`src/rtl/reg_write_scoreboard.sv`:
```
// Pending register-write scoreboard for the pipelined MIPS datapath.
// Ports: Clk/Reset, decode issue (IssueValid/IssueRegWrite/IssueDst),
//   decode sources (UseA/SrcA/UseB/SrcB), writeback (WbValid/WbDst),
//   Flush; outputs Stall (comb), Busy (comb from state), InFlight (reg).
module reg_write_scoreboard #(
    parameter int CNT_W     = 2,
    parameter bit WB_BYPASS = 1'b1
) (
    input  logic        Clk,
    input  logic        Reset,
    input  logic        IssueValid,
    input  logic        IssueRegWrite,
    input  logic [4:0]  IssueDst,
    input  logic        UseA,
    input  logic [4:0]  SrcA,
    input  logic        UseB,
    input  logic [4:0]  SrcB,
    input  logic        WbValid,
    input  logic [4:0]  WbDst,
    input  logic        Flush,
    output logic        Stall,
    output logic [31:0] Busy,
    output logic [5:0]  InFlight
);

    localparam logic [CNT_W-1:0] CMAX = '1;
    localparam logic [CNT_W-1:0] ONE  = CNT_W'(1);

    logic [CNT_W-1:0] cnt [32];

    logic byp_a;
    logic byp_b;
    logic hz_a;
    logic hz_b;
    logic hz_d;
    logic iss;
    logic ret;

    always_comb begin
        Busy    = '0;
        for (int r = 1; r < 32; r++) begin
            Busy[r] = |cnt[r];
        end
    end

    // Bypass: the last pending write retires now, and the register file
    // writes before it reads, so the source value is already correct.
    assign byp_a = WB_BYPASS && WbValid && (WbDst == SrcA) && (cnt[SrcA] == ONE);
    assign byp_b = WB_BYPASS && WbValid && (WbDst == SrcB) && (cnt[SrcB] == ONE);

    assign hz_a = UseA && (SrcA != 5'd0) && Busy[SrcA] && !byp_a;
    assign hz_b = UseB && (SrcB != 5'd0) && Busy[SrcB] && !byp_b;

    // Counter full: only safe to issue if a retire frees a slot this cycle.
    assign hz_d = IssueValid && IssueRegWrite && (IssueDst != 5'd0)
               && (cnt[IssueDst] == CMAX)
               && !(WbValid && (WbDst == IssueDst));

    assign Stall = IssueValid && (hz_a || hz_b || hz_d);

    assign iss = IssueValid && IssueRegWrite && (IssueDst != 5'd0)
              && !Stall && !Flush;
    assign ret = WbValid && (WbDst != 5'd0) && (cnt[WbDst] != '0);

    always_ff @(posedge Clk or negedge Reset) begin
        if (!Reset) begin
            for (int r = 0; r < 32; r++) begin
                cnt[r] <= '0;
            end
        end else if (Flush) begin
            for (int r = 0; r < 32; r++) begin
                cnt[r] <= '0;
            end
        end else begin
            cnt[0] <= '0;
            for (int r = 1; r < 32; r++) begin
                unique case ({iss && (IssueDst == 5'(r)), ret && (WbDst == 5'(r))})
                    2'b10:   cnt[r] <= cnt[r] + ONE;
                    2'b01:   cnt[r] <= cnt[r] - ONE;
                    default: cnt[r] <= cnt[r];
                endcase
            end
        end
    end

    always_ff @(posedge Clk or negedge Reset) begin
        if (!Reset) begin
            InFlight <= '0;
        end else if (Flush) begin
            InFlight <= '0;
        end else if (iss && !ret) begin
            if (InFlight != 6'd63) InFlight <= InFlight + 6'd1;
        end else if (ret && !iss) begin
            if (InFlight != 6'd0) InFlight <= InFlight - 6'd1;
        end
    end

endmodule

```
`config.mk`:
```
export PLATFORM = sky130hd
export DESIGN_NAME = reg_write_scoreboard
export DESIGN_NICKNAME = d
export VERILOG_FILES = /design/src/rtl/reg_write_scoreboard.sv
export SDC_FILE = /design/constraint.sdc
export NUM_CORES = 1
export LEC_CHECK = 0
export CORE_ASPECT_RATIO = 1.25
export CORE_MARGIN = 2
export CORE_UTILIZATION = 45
export DETAILED_ROUTE_END_ITERATION = 12
export GPL_ROUTABILITY_DRIVEN = 0
export PLACE_DENSITY_LB_ADDON = 0.15
export SKIP_LAST_GASP = 1
export SLEW_MARGIN = 20
export SYNTH_ARGS = -nofsm -noshare
export SYNTH_HDL_FRONTEND = slang
export SYNTH_SLANG_ARGS = --single-unit
export TNS_END_PERCENT = 1
```
`constraint.sdc`:
```
create_clock -name Clk -period 4.4 [get_ports Clk]
set_input_delay 1.1 -clock Clk [delete_from_list [all_inputs] [get_ports Clk]]
set_output_delay 1.1 -clock Clk [all_outputs]
set_load 0.03 [all_outputs]
```
======== Yosys cells after proc, flatten, opt, wreduce, memory -nomap -nowiden ========
Cells that the tools add are included.
storage, ports and cells
  output and inout port bits .............. 39
  logic and storage cells ................. 456
  bits in registers ....................... 70
  input port bits ......................... 28
cells by class
  multiplexer cells ....................... 53
  equal/unequal tests ..................... 132
  bitwise logic cells ..................... 4
  add/sub/neg operators ................... 64
  magnitude comparators ................... 6
  reduce and logical (&&, ||, !) cells .... 164
operators by type and width
  cell                 number
  $eq 5x5->1 const B   32
  $pmux 2 s2           31
  $reduce_bool 3->1    33
  $logic_and 1x1->1    84
  $eq 5x4->1 const B   16
  $eq 2x1->1 const B   33
  $eq 2x2->1 const B   32
  $add 2x1->2 const B  31
  $mux 62              1
  $reduce_or 2->1      31
  $sub 2x1->2 const B  31
  $bmux 2 s5           4
  $eq 5x3->1 const B   8
  $mux 6               5
  $ge 6x6->1 const B   4
  $not 5->6            4
  $eq 5x2->1 const B   4
  $reduce_bool 5->1    4
  $mux 2               8
  $eq 5x5->1           3
  $lt 5x6->1 const B   2
  $bmux 1 s5           2
  $eq 5x1->1 const B   2
  $logic_not 1->1      7
  9 further kinds      11

======== Logic depth before layout (Yosys ltp) ========
Gate-level depths: netlist (run 1).
  word-level depth ........................ 19
  mapped depth ............................ 21
  gate-level depth less buffers ........... 19

======== Worst setup path after synthesis (run 1) ========
No wires, ideal clock.
  path type ............................... input to register
  from .................................... input port SrcB[0]
  to ...................................... register InFlight[5]
  data required time ...................... 4.260 ns
  arrival ................................. 4.692 ns
  stages .................................. 18
  slack ................................... -0.433 ns
  library setup time ...................... 0.140 ns
  buffers on the path ..................... 0
  cells stage by stage .................... inv_2 > mux4_2 > a21oi_1 > a22oi_1 > or4_1 > a2111oi_2 > and2_4 > nand2_1 > ha_1 > a21o_1 > a21oi_1 > o21bai_1 > a21oi_1 > xnor2_1 > nor4_1 > and3_1 > o211ai_1 > o311ai_1
between the ends
  word-level cells in the longest chain between the ends .. 18
  elaborated cells on any way between the ends .. 30
  those cells by class .................... eq/ne (3); mux (7); bitwise (1); reduce/logical (19)
ends and longest elaborated chain
  what                                        line  text
  start, declared                             17    input logic [4:0] SrcB,
  $not 5->6 (not written as such)             49    assign byp_b = WB_BYPASS && WbValid && (WbDst == SrcB) && (cnt[SrcB] == ONE);
  $bmux 2 s5                                  49
  $mux 2 (not written as such) (2 in series)  49
  $eq 2x1->1                                  49
  $logic_and 1x1->1                           49
  $logic_not 1->1                             52    assign hz_b = UseB && (SrcB != 5'd0) && Busy[SrcB] && !byp_b;
  $logic_and 1x1->1 *                         52
  $logic_or 1x1->1 * (2 in series)            59    assign Stall = IssueValid && (hz_a || hz_b || hz_d);
  $logic_and 1x1->1 *                         59
  $logic_not 1->1 *                           62    && !Stall && !Flush;
  $logic_and 1x1->1 * (2 in series)           62
  $logic_not 1->1                             93    end else if (ret && !iss) begin
  $logic_and 1x1->1                           93
  $reduce_bool 3->1 (no source line)          --
  $reduce_and 3->1 (no source line)           --
  end signal, assigned                        92    if (InFlight != 6'd63) InFlight <= InFlight + 6'd1;
  end signal, assigned                        94    if (InFlight != 6'd0) InFlight <= InFlight - 6'd1;
  end, declared                               23    output logic [5:0] InFlight
Every way passes the cells marked *; elsewhere a longest branch is shown, timed or not. The select of a mux whose other input is x is not followed.
A chain may end at the register's enable or synchronous reset.

======== Final worst setup path (run 1) ========
  from .................................... input port WbDst[4]
  to ...................................... output port Stall
between the ends
  word-level cells in the longest chain between the ends .. 8
  elaborated cells on any way between the ends .. 17
  those cells by class .................... eq/ne (3); reduce/logical (14)
ends and longest elaborated chain
  what                                                line    text
  start, declared                                     19      input logic [4:0] WbDst,
  $eq 5x5->1 (on tied branches)                       48, 49
  $logic_and 1x1->1 (on tied branches) (2 in series)  48, 49
  $logic_not 1->1 (on tied branches)                  51, 52
  $logic_and 1x1->1 (on tied branches)                51, 52
  $logic_or 1x1->1                                    59
  $logic_or 1x1->1 *                                  59
  $logic_and 1x1->1 *                                 59
  end, declared                                       21      output logic Stall,
Every way passes the cells marked *; elsewhere a longest branch is shown, timed or not.

==> results of run 1 <==
[routing by layer]
metal / vias to the layer above / part of all wire [%]
met5: - / 0
met4: 0 / 4.9
met3: 113 / 9.8
met2: 553 / 46
met1: 3813 / 40
li1: 3490 / -
[cell usage in the layout (no fill, tap or decap), drive strengths merged, types with 6 or more instances in the layout]
master	instances
mux2	11
dfrtp	68
dlymetal6s2s	7
xnor2	25
dlygate4sd2	6
o311ai	8
or4	6
clkdlybuf4s50	45
a41oi	7
mux4	15
nor2	70
nand2b	21
nor3b	14
o211ai	9
buf	136
and4	22
a2111oi	10
a31oi	25
or3	6
or2	20
nand3b	14
nor2b	28
inv	46
clkbuf	17
nand4	12
nand3	18
o21ai	22
xor2	33
a211oi	12
o2111ai	28
a21oi	40
nor4	10
nor3	44
o31ai	18
nand2	35
a311oi	10
[cell usage after synthesis, types with 5 or more instances]
library cell,count
nor2_1,70
dfrtp_1,68
clkbuf_1,57
inv_1,44
a21oi_1,39
nand2_1,35
nor3_1,35
xor2_1,33
nor2b_1,28
o2111ai_1,28
a31oi_1,25
xnor2_1,25
and4_1,22
o21ai_0,22
nand2b_1,21
or2_2,20
nand3_1,18
o31ai_1,18
buf_2,17
mux4_2,15
nand3b_1,14
nor3b_1,14
a211oi_1,12
nand4_1,12
mux2_2,11
a311oi_1,10
nor4_1,10
a2111oi_0,9
nor3_2,9
o211ai_1,9
a41oi_1,7
o311ai_0,7
or3_1,6
or4_1,6
a21o_1,5
buf_6,5
[power groups by stage]
stage	Clock (mW)	Combinational, mW	Sequential [mW]
after CTS	0.779	0.760	0.692
final	0.774	0.792	0.693
after global routing	0.804	0.848	0.697
after floorplan	0	0.369	0.735
after detailed placement	0	0.718	0.702
after global placement	0	0.694	0.699
[worst reg2reg max path, stage by stage (launching register included)]
cell and delay (ns):
dfrtp_1 0.41, nand2b_1 0.21, mux4_2 0.49, a21oi_2 0.15, a22oi_2 0.10, or4_4 0.54
a2111oi_4 0.38, and2_4 0.23, nand2_4 0.07, ha_4 0.22, a21o_1 0.16, a21oi_2 0.14
o21bai_1 0.10, a21oi_2 0.16, xnor2_1 0.11, nor4_1 0.31, and3_1 0.21, o211ai_1 0.08
o311ai_1 0.10
[registers in the layout, indices dropped and copies added (netlist names)]
signal,flops
cnt,62
InFlight,6
[cells by family after synthesis]
group                    synth area share (%)
AND/OR/NAND/NOR                         28.47
other                                 0.05393
flip-flops                              24.47
buffers and inverters                   7.972
adder cells (fa/ha/maj)                 1.008
multiplexers                            6.784
XOR/XNOR                                7.306
AO/OA/AOI/OAI                           23.93
[area by class of cell]
cell class	instances	area, um2	share of cell area [%]
clock buffers	12	246.5	2.711
inverters	47	190.2	2.092
clock inverters	2	60.06	0.6606
well taps	208	260.3	2.863
multi-input cells	660	4857	53.43
repair buffers	199	1775	19.53
flip-flops and latches	68	1702	18.72
[stage by stage]
step,cell area [um2],hold slack [ns],utilization [%]
after CTS,8927,0.5965,59.21
after floorplan,7002,0.5502,-
after detailed placement,8449,0.5890,56.04
after global routing,9091,0.6307,60.30
after global placement,8449,0.5797,56.04
final,9091,0.5932,60.30
[path summary, 6_finish.rpt]
check / cells past startpoint / endpoint
setup reg to reg: 18 / InFlight[5]
max in group asynchronous: 2 / cnt[8]
hold / removal: 2 / cnt[45]
hold reg to reg: 2 / cnt[45]
setup / recovery: 10 / Stall
min in group asynchronous: 1 / cnt[47]
[timing repair]
action | in CTS | in global routing
gates resized for setup | 42 | 28
buffers inserted | 9 | 6
endpoints found under the setup margin | 58 | 10
cloned | 0 | 3
pin swaps | 24 | 25
==> results.sh, run 1 <==
export IMPL_status="complete, but fails checks"
export IMPL_violations="setup timing"
export IMPL_diodes=0
export IMPL_first_iter_violations=1013
export IMPL_synth_area_um2=6953
export IMPL_slew_headroom_pct=34.38
export IMPL_yosysTopAreaCellShare_pct=24.47
export IMPL_use_met1_pct=44.17
export IMPL_antenna_left=0
export IMPL_worstSetupEndpointType="output port"
export IMPL_regToRegSetupSlack_ns=0.12
export IMPL_seqPwrFrac_pct=30.7
export IMPL_syn_avg_cell_area_um2=8.094
export IMPL_cts_buffers=9
export IMPL_wl_per_cell_um=22.99
export IMPL_r2r_start="cnt[45]"
export IMPL_min_period_ns=4.611
export IMPL_ios=67
export IMPL_power_leakage_nw=3.806
export IMPL_synth_async_reset_ratio_pct=100.0
export IMPL_cts_sinks=68
export IMPL_achievable_frequency_mhz=216.9
export IMPL_syn_instance_count=859
export IMPL_grt_usage_pct=32.98
export IMPL_crit_family="buffers and inverters"
export IMPL_instances_no_fill=1196
export IMPL_switching_share_pct=32.52
export IMPL_viasPerCell=6.663
export IMPL_crit_start="WbDst[4]"
export IMPL_synth_nets=892
export IMPL_synth_seq_cells=68
export IMPL_fin_skew_ns=0.006749
export IMPL_die_area_um2=16470
export IMPL_port_buffers=65
export IMPL_worst_pin_slew_ns=0.9843
export IMPL_maxCapViolations=0
export IMPL_grt_setup_unrepaired="true"
export IMPL_ctsHtreeMaxLevel=3
export IMPL_p_total_mw=2.258
export IMPL_ir_drop_mv=0.3056
export IMPL_clkSlewWorstSetupHoldPaths_ns=0.05
export IMPL_routed_via_count=7969
export IMPL_synthToLayoutAreaGrowth_pct=30.75
export IMPL_num_rows=50
export IMPL_grt_max_degree=83
export IMPL_antenna_found_initial=0
export IMPL_fin_ws_ns=-0.2106
export IMPL_intPower_mw=1.524
export IMPL_path_class="input pin to output port"
export IMPL_fp_dieW_um=115.2
export IMPL_dp_hpwl_um=19370
export IMPL_clkPwrFrac_pct=34.3
export IMPL_drt_pass1_iterations=6
export IMPL_fin_tns_setup_ns=-0.4057
export IMPL_grt_pass1_vias=7661
export IMPL_start_util_pct=46.12
export IMPL_die_h_um=143.0
export IMPL_hp_class="flip-flop to flip-flop"
export IMPL_holdCritStartpoint="cnt[45]"
export IMPL_p_switching_uw=734.4
export IMPL_postCtsHoldBufs=0
export IMPL_finalSetupViolCount=2
export IMPL_power_density_nw_per_um2=248.4
export IMPL_hold_viol=0
export IMPL_synth_area_leaders="dfrtp_1 24%, mux4_2 4.9%, xor2_1 4.2%"
export IMPL_drt_total_wl_um=27500
export IMPL_critPathMaxStageDelay_ns=0.56
export IMPL_start_kind="input pin"
export IMPL_met3_usage_pct=5.815
export IMPL_synth_cell_types=75
export IMPL_post_route_period_util_pct=104.8
export IMPL_crit_slowest_cell="clkdlybuf4s50_1"
export IMPL_root_buffer="clkbuf_16"
export IMPL_place_inst=1165
export IMPL_path_buf_inv=3
export IMPL_synth_edff_count=0
export IMPL_place_ws_ns=-1.062
export IMPL_drive_gt1_share_pct=24.39
export IMPL_cts_tree="yes"
export IMPL_clk_latency_ns=0.34
export IMPL_crit_chain="clkdlybuf4s50_1 > xor2_1 > nor4_2 > a31o_4 > or4_4 > o32ai_4 > buf_4 > a21oi_1 > a21boi_2 > buf_6"
export IMPL_critPathRequiredTime_ns=3.30
export IMPL_grt_ovfl_total=0
export IMPL_crit_fanout=3
export IMPL_slew_viol_final=0
export IMPL_nFillCells=1331
export IMPL_busiest_layer="met2"
export IMPL_grt_pass1_wl_um=42030
export IMPL_crit_arrival_ns=3.51
export IMPL_seq_area_frac_synth_pct=24.47
export IMPL_clock_path_buffers=2
export IMPL_core_area_um2=15080
export IMPL_grtUsageMet2_pct=51.67
export IMPL_ys_flop_type="dfrtp_1"
export IMPL_nNetsFinal=1018
export IMPL_ys_warn_count=0
export IMPL_pwr_share_comb_pct=35.1
export IMPL_yosysTopAreaCell="dfrtp_1"
export IMPL_drc=0
Power figures use the tool's default switching activity.
==> inputs of run 2 (changes only) <==
--- a/config.mk
+++ b/config.mk
@@ -8,6 +8,7 @@
 export CORE_ASPECT_RATIO = 1.25
 export CORE_MARGIN = 2
 export CORE_UTILIZATION = 45
+export CTS_BUF_LIST = sky130_fd_sc_hd__clkbuf_8
 export DETAILED_ROUTE_END_ITERATION = 12
 export GPL_ROUTABILITY_DRIVEN = 0
 export PLACE_DENSITY_LB_ADDON = 0.15
==> run 2 against run 1 <==
  * The run still ends with setup timing left
  * Largest power group unchanged
  * Largest cell class unchanged
  * Core utilization down 0.99 points
  * Final area down 1.6%
  * Sequential power about the same
  * Highest routed layer unchanged
  * Register-to-register slack better by 0.02 ns
  * Critical path type unchanged
  * Routed wire length down 1.0%
  * Non-clock buffer count unchanged
  * Total power down 9.2%
  * Worst setup slack better by 0.044 ns
  * Sequential share of layout area up 0.31 points
==> results.sh, run 2 (synthesis gave the netlist of run 1 again) <==
export IMPL_grt_max_degree=83
export IMPL_ir_drop_mv=0.3032
export IMPL_first_iter_violations=880
export IMPL_final_common_cell="buf_4"
export IMPL_min_period_ns=4.567
export IMPL_cts_tree="yes"
export IMPL_slew_headroom_pct=34.97
export IMPL_final_area_um2=8942
export IMPL_dp_hpwl_um=19370
export IMPL_critPathRequiredTime_ns=3.30
export IMPL_grt_setup_unrepaired="true"
export IMPL_synthToLayoutAreaGrowth_pct=28.61
export IMPL_place_inst=1165
export IMPL_power_density_nw_per_um2=229.2
export IMPL_ctsHtreeMaxLevel=3
export IMPL_path_class="input pin to output port"
export IMPL_antenna_left=0
export IMPL_finalSetupViolCount=2
export IMPL_crit_fanout=3
export IMPL_grt_pass1_wl_um=42420
export IMPL_switching_share_pct=34.62
export IMPL_clk_latency_ns=0.37
export IMPL_place_area_um2=8449
export IMPL_p_total_mw=2.049
export IMPL_fin_skew_ns=0.01283
export IMPL_regMostFlops="cnt"
export IMPL_post_route_period_util_pct=103.8
export IMPL_intPower_mw=1.340
export IMPL_fp_dieW_um=115.2
export IMPL_clkSlewWorstSetupHoldPaths_ns=0.07
export IMPL_start_kind="input pin"
export IMPL_port_buffers=65
export IMPL_slew_viol_final=0
export IMPL_core_area_um2=15080
export IMPL_wl_per_cell_um=22.76
export IMPL_clkPwrFrac_pct=27.9
export IMPL_root_buffer="clkbuf_8"
export IMPL_reg_top3="cnt x62, InFlight x6"
export IMPL_drive_gt1_share_pct=24.19
export IMPL_cts_buffers=9
export IMPL_achievable_frequency_mhz=219.0
export IMPL_pwr_share_comb_pct=38.3
export IMPL_ios=67
export IMPL_drt_pass1_iterations=5
export IMPL_seqPwrFrac_pct=33.8
export IMPL_diodes=0
export IMPL_fin_ws_ns=-0.1670
export IMPL_antenna_found_initial=0
export IMPL_grt_ovfl_total=0
export IMPL_drc=0
export IMPL_worst_pin_slew_ns=0.9755
export IMPL_routed_via_count=7969
export IMPL_largest_register_ff_count=62
export IMPL_p_switching_uw=709.5
export IMPL_nNetsFinal=1018
export IMPL_hold_viol=0
export IMPL_fin_tns_setup_ns=-0.2977
export IMPL_viasPerCell=6.663
export IMPL_die_h_um=143.0
export IMPL_place_ws_ns=-1.062
export IMPL_final_core_util_pct=59.31
export IMPL_layout_common_cells="118 x buf_4, 70 x nor2_1, 68 x dfrtp_1"
export IMPL_start_util_pct=46.12
export IMPL_grt_pass1_vias=7753
export IMPL_die_area_um2=16470
export IMPL_clock_path_buffers=2
export IMPL_cts_sinks=68
export IMPL_grt_usage_pct=33.32
export IMPL_hp_class="flip-flop to flip-flop"
export IMPL_power_leakage_nw=3.733
export IMPL_drt_total_wl_um=27220
export IMPL_violations="setup timing"
export IMPL_instances_no_fill=1196
export IMPL_worstSetupEndpointType="output port"
export IMPL_maxCapViolations=0
export IMPL_num_rows=50
export IMPL_crit_arrival_ns=3.47
export IMPL_hold_ws_ns=0.5967
export IMPL_status="complete, but fails checks"
[run 2: cell types whose count changed in the layout (fill, tap and decap cells not counted), moves of 3 or more]
| cell | delta |
|---|---|
| clkbuf_16 | -11 |
| dlymetal6s2s_1 | -4 |
| clkbuf_8 | +9 |
| dlygate4sd2_1 | +3 |
| inv_1 | +3 |
[run 2: final cells by class]
class / count / area, um2
multi-input combinational: 660 / 4835
clock buffer: 10 / 137.6
sequential: 68 / 1702
clock inverter: 4 / 67.56
inverter: 47 / 190.2
tap: 208 / 260.3
fill: 1358 / 6135
timing repair buffer: 199 / 1750
[run 2: path summary, 6_finish.rpt]
kind	slack, ns	cells after the start	start	end
min in group asynchronous	0.89	1	Reset	cnt[47]
setup reg to reg	0.14	18	cnt[45]	InFlight[5]
max in group asynchronous	2.55	2	Reset	cnt[8]
hold / removal	0.60	2	cnt[45]	cnt[45]
hold reg to reg	0.60	2	cnt[45]	cnt[45]
setup / recovery	-0.17	10	WbDst[4]	Stall
[run 2: what timing repair did]
item	CTS	global route
gates cloned	1	1
setup endpoints to repair	54	8
hold buffers	0	0
setup buffers	12	4
pin swaps	24	22
resized for setup	44	24
[run 2: power groups by stage]
stage,logic (mW),registers (mW),clock network (mW)
6_report,0.785,0.692,0.573
5_1_grt,0.842,0.695,0.599
4_1_cts,0.765,0.691,0.576
3_5_place_dp,0.718,0.702,0
3_3_place_gp,0.694,0.699,0
2_1_floorplan,0.369,0.735,0
[run 2: worst max-delay path: stages]
cell             delay [ns]
clkdlybuf4s50_1        0.55
xor2_1                 0.18
nor4_1                 0.07
a31o_2                 0.26
or4_4                  0.53
o32ai_4                0.18
buf_4                  0.16
a21oi_1                0.09
a21boi_2               0.19
buf_6                  0.15
[run 2: metal layers]
metal  GRT usage [%]  share of wire [%]  vias to the layer above
met3           6.367                9.5                      103
met1           44.03                 39                     3879
met4           17.18                4.8                        0
li1                -                  -                     3486
met2           51.73                 46                      501
met5               0                  0                        -
==> inputs of run 3 (changes only) <==
--- a/config.mk
+++ b/config.mk
@@ -9,11 +9,11 @@
 export CORE_MARGIN = 2
 export CORE_UTILIZATION = 45
 export CTS_BUF_LIST = sky130_fd_sc_hd__clkbuf_8
+export CTS_CLUSTER_SIZE = 10
 export DETAILED_ROUTE_END_ITERATION = 12
 export GPL_ROUTABILITY_DRIVEN = 0
 export PLACE_DENSITY_LB_ADDON = 0.15
 export SKIP_LAST_GASP = 1
-export SLEW_MARGIN = 20
 export SYNTH_ARGS = -nofsm -noshare
 export SYNTH_HDL_FRONTEND = slang
 export SYNTH_SLANG_ARGS = --single-unit
==> results of run 3 <==
Same layout as run 2: the final DEF is identical, and so are final timing and power.
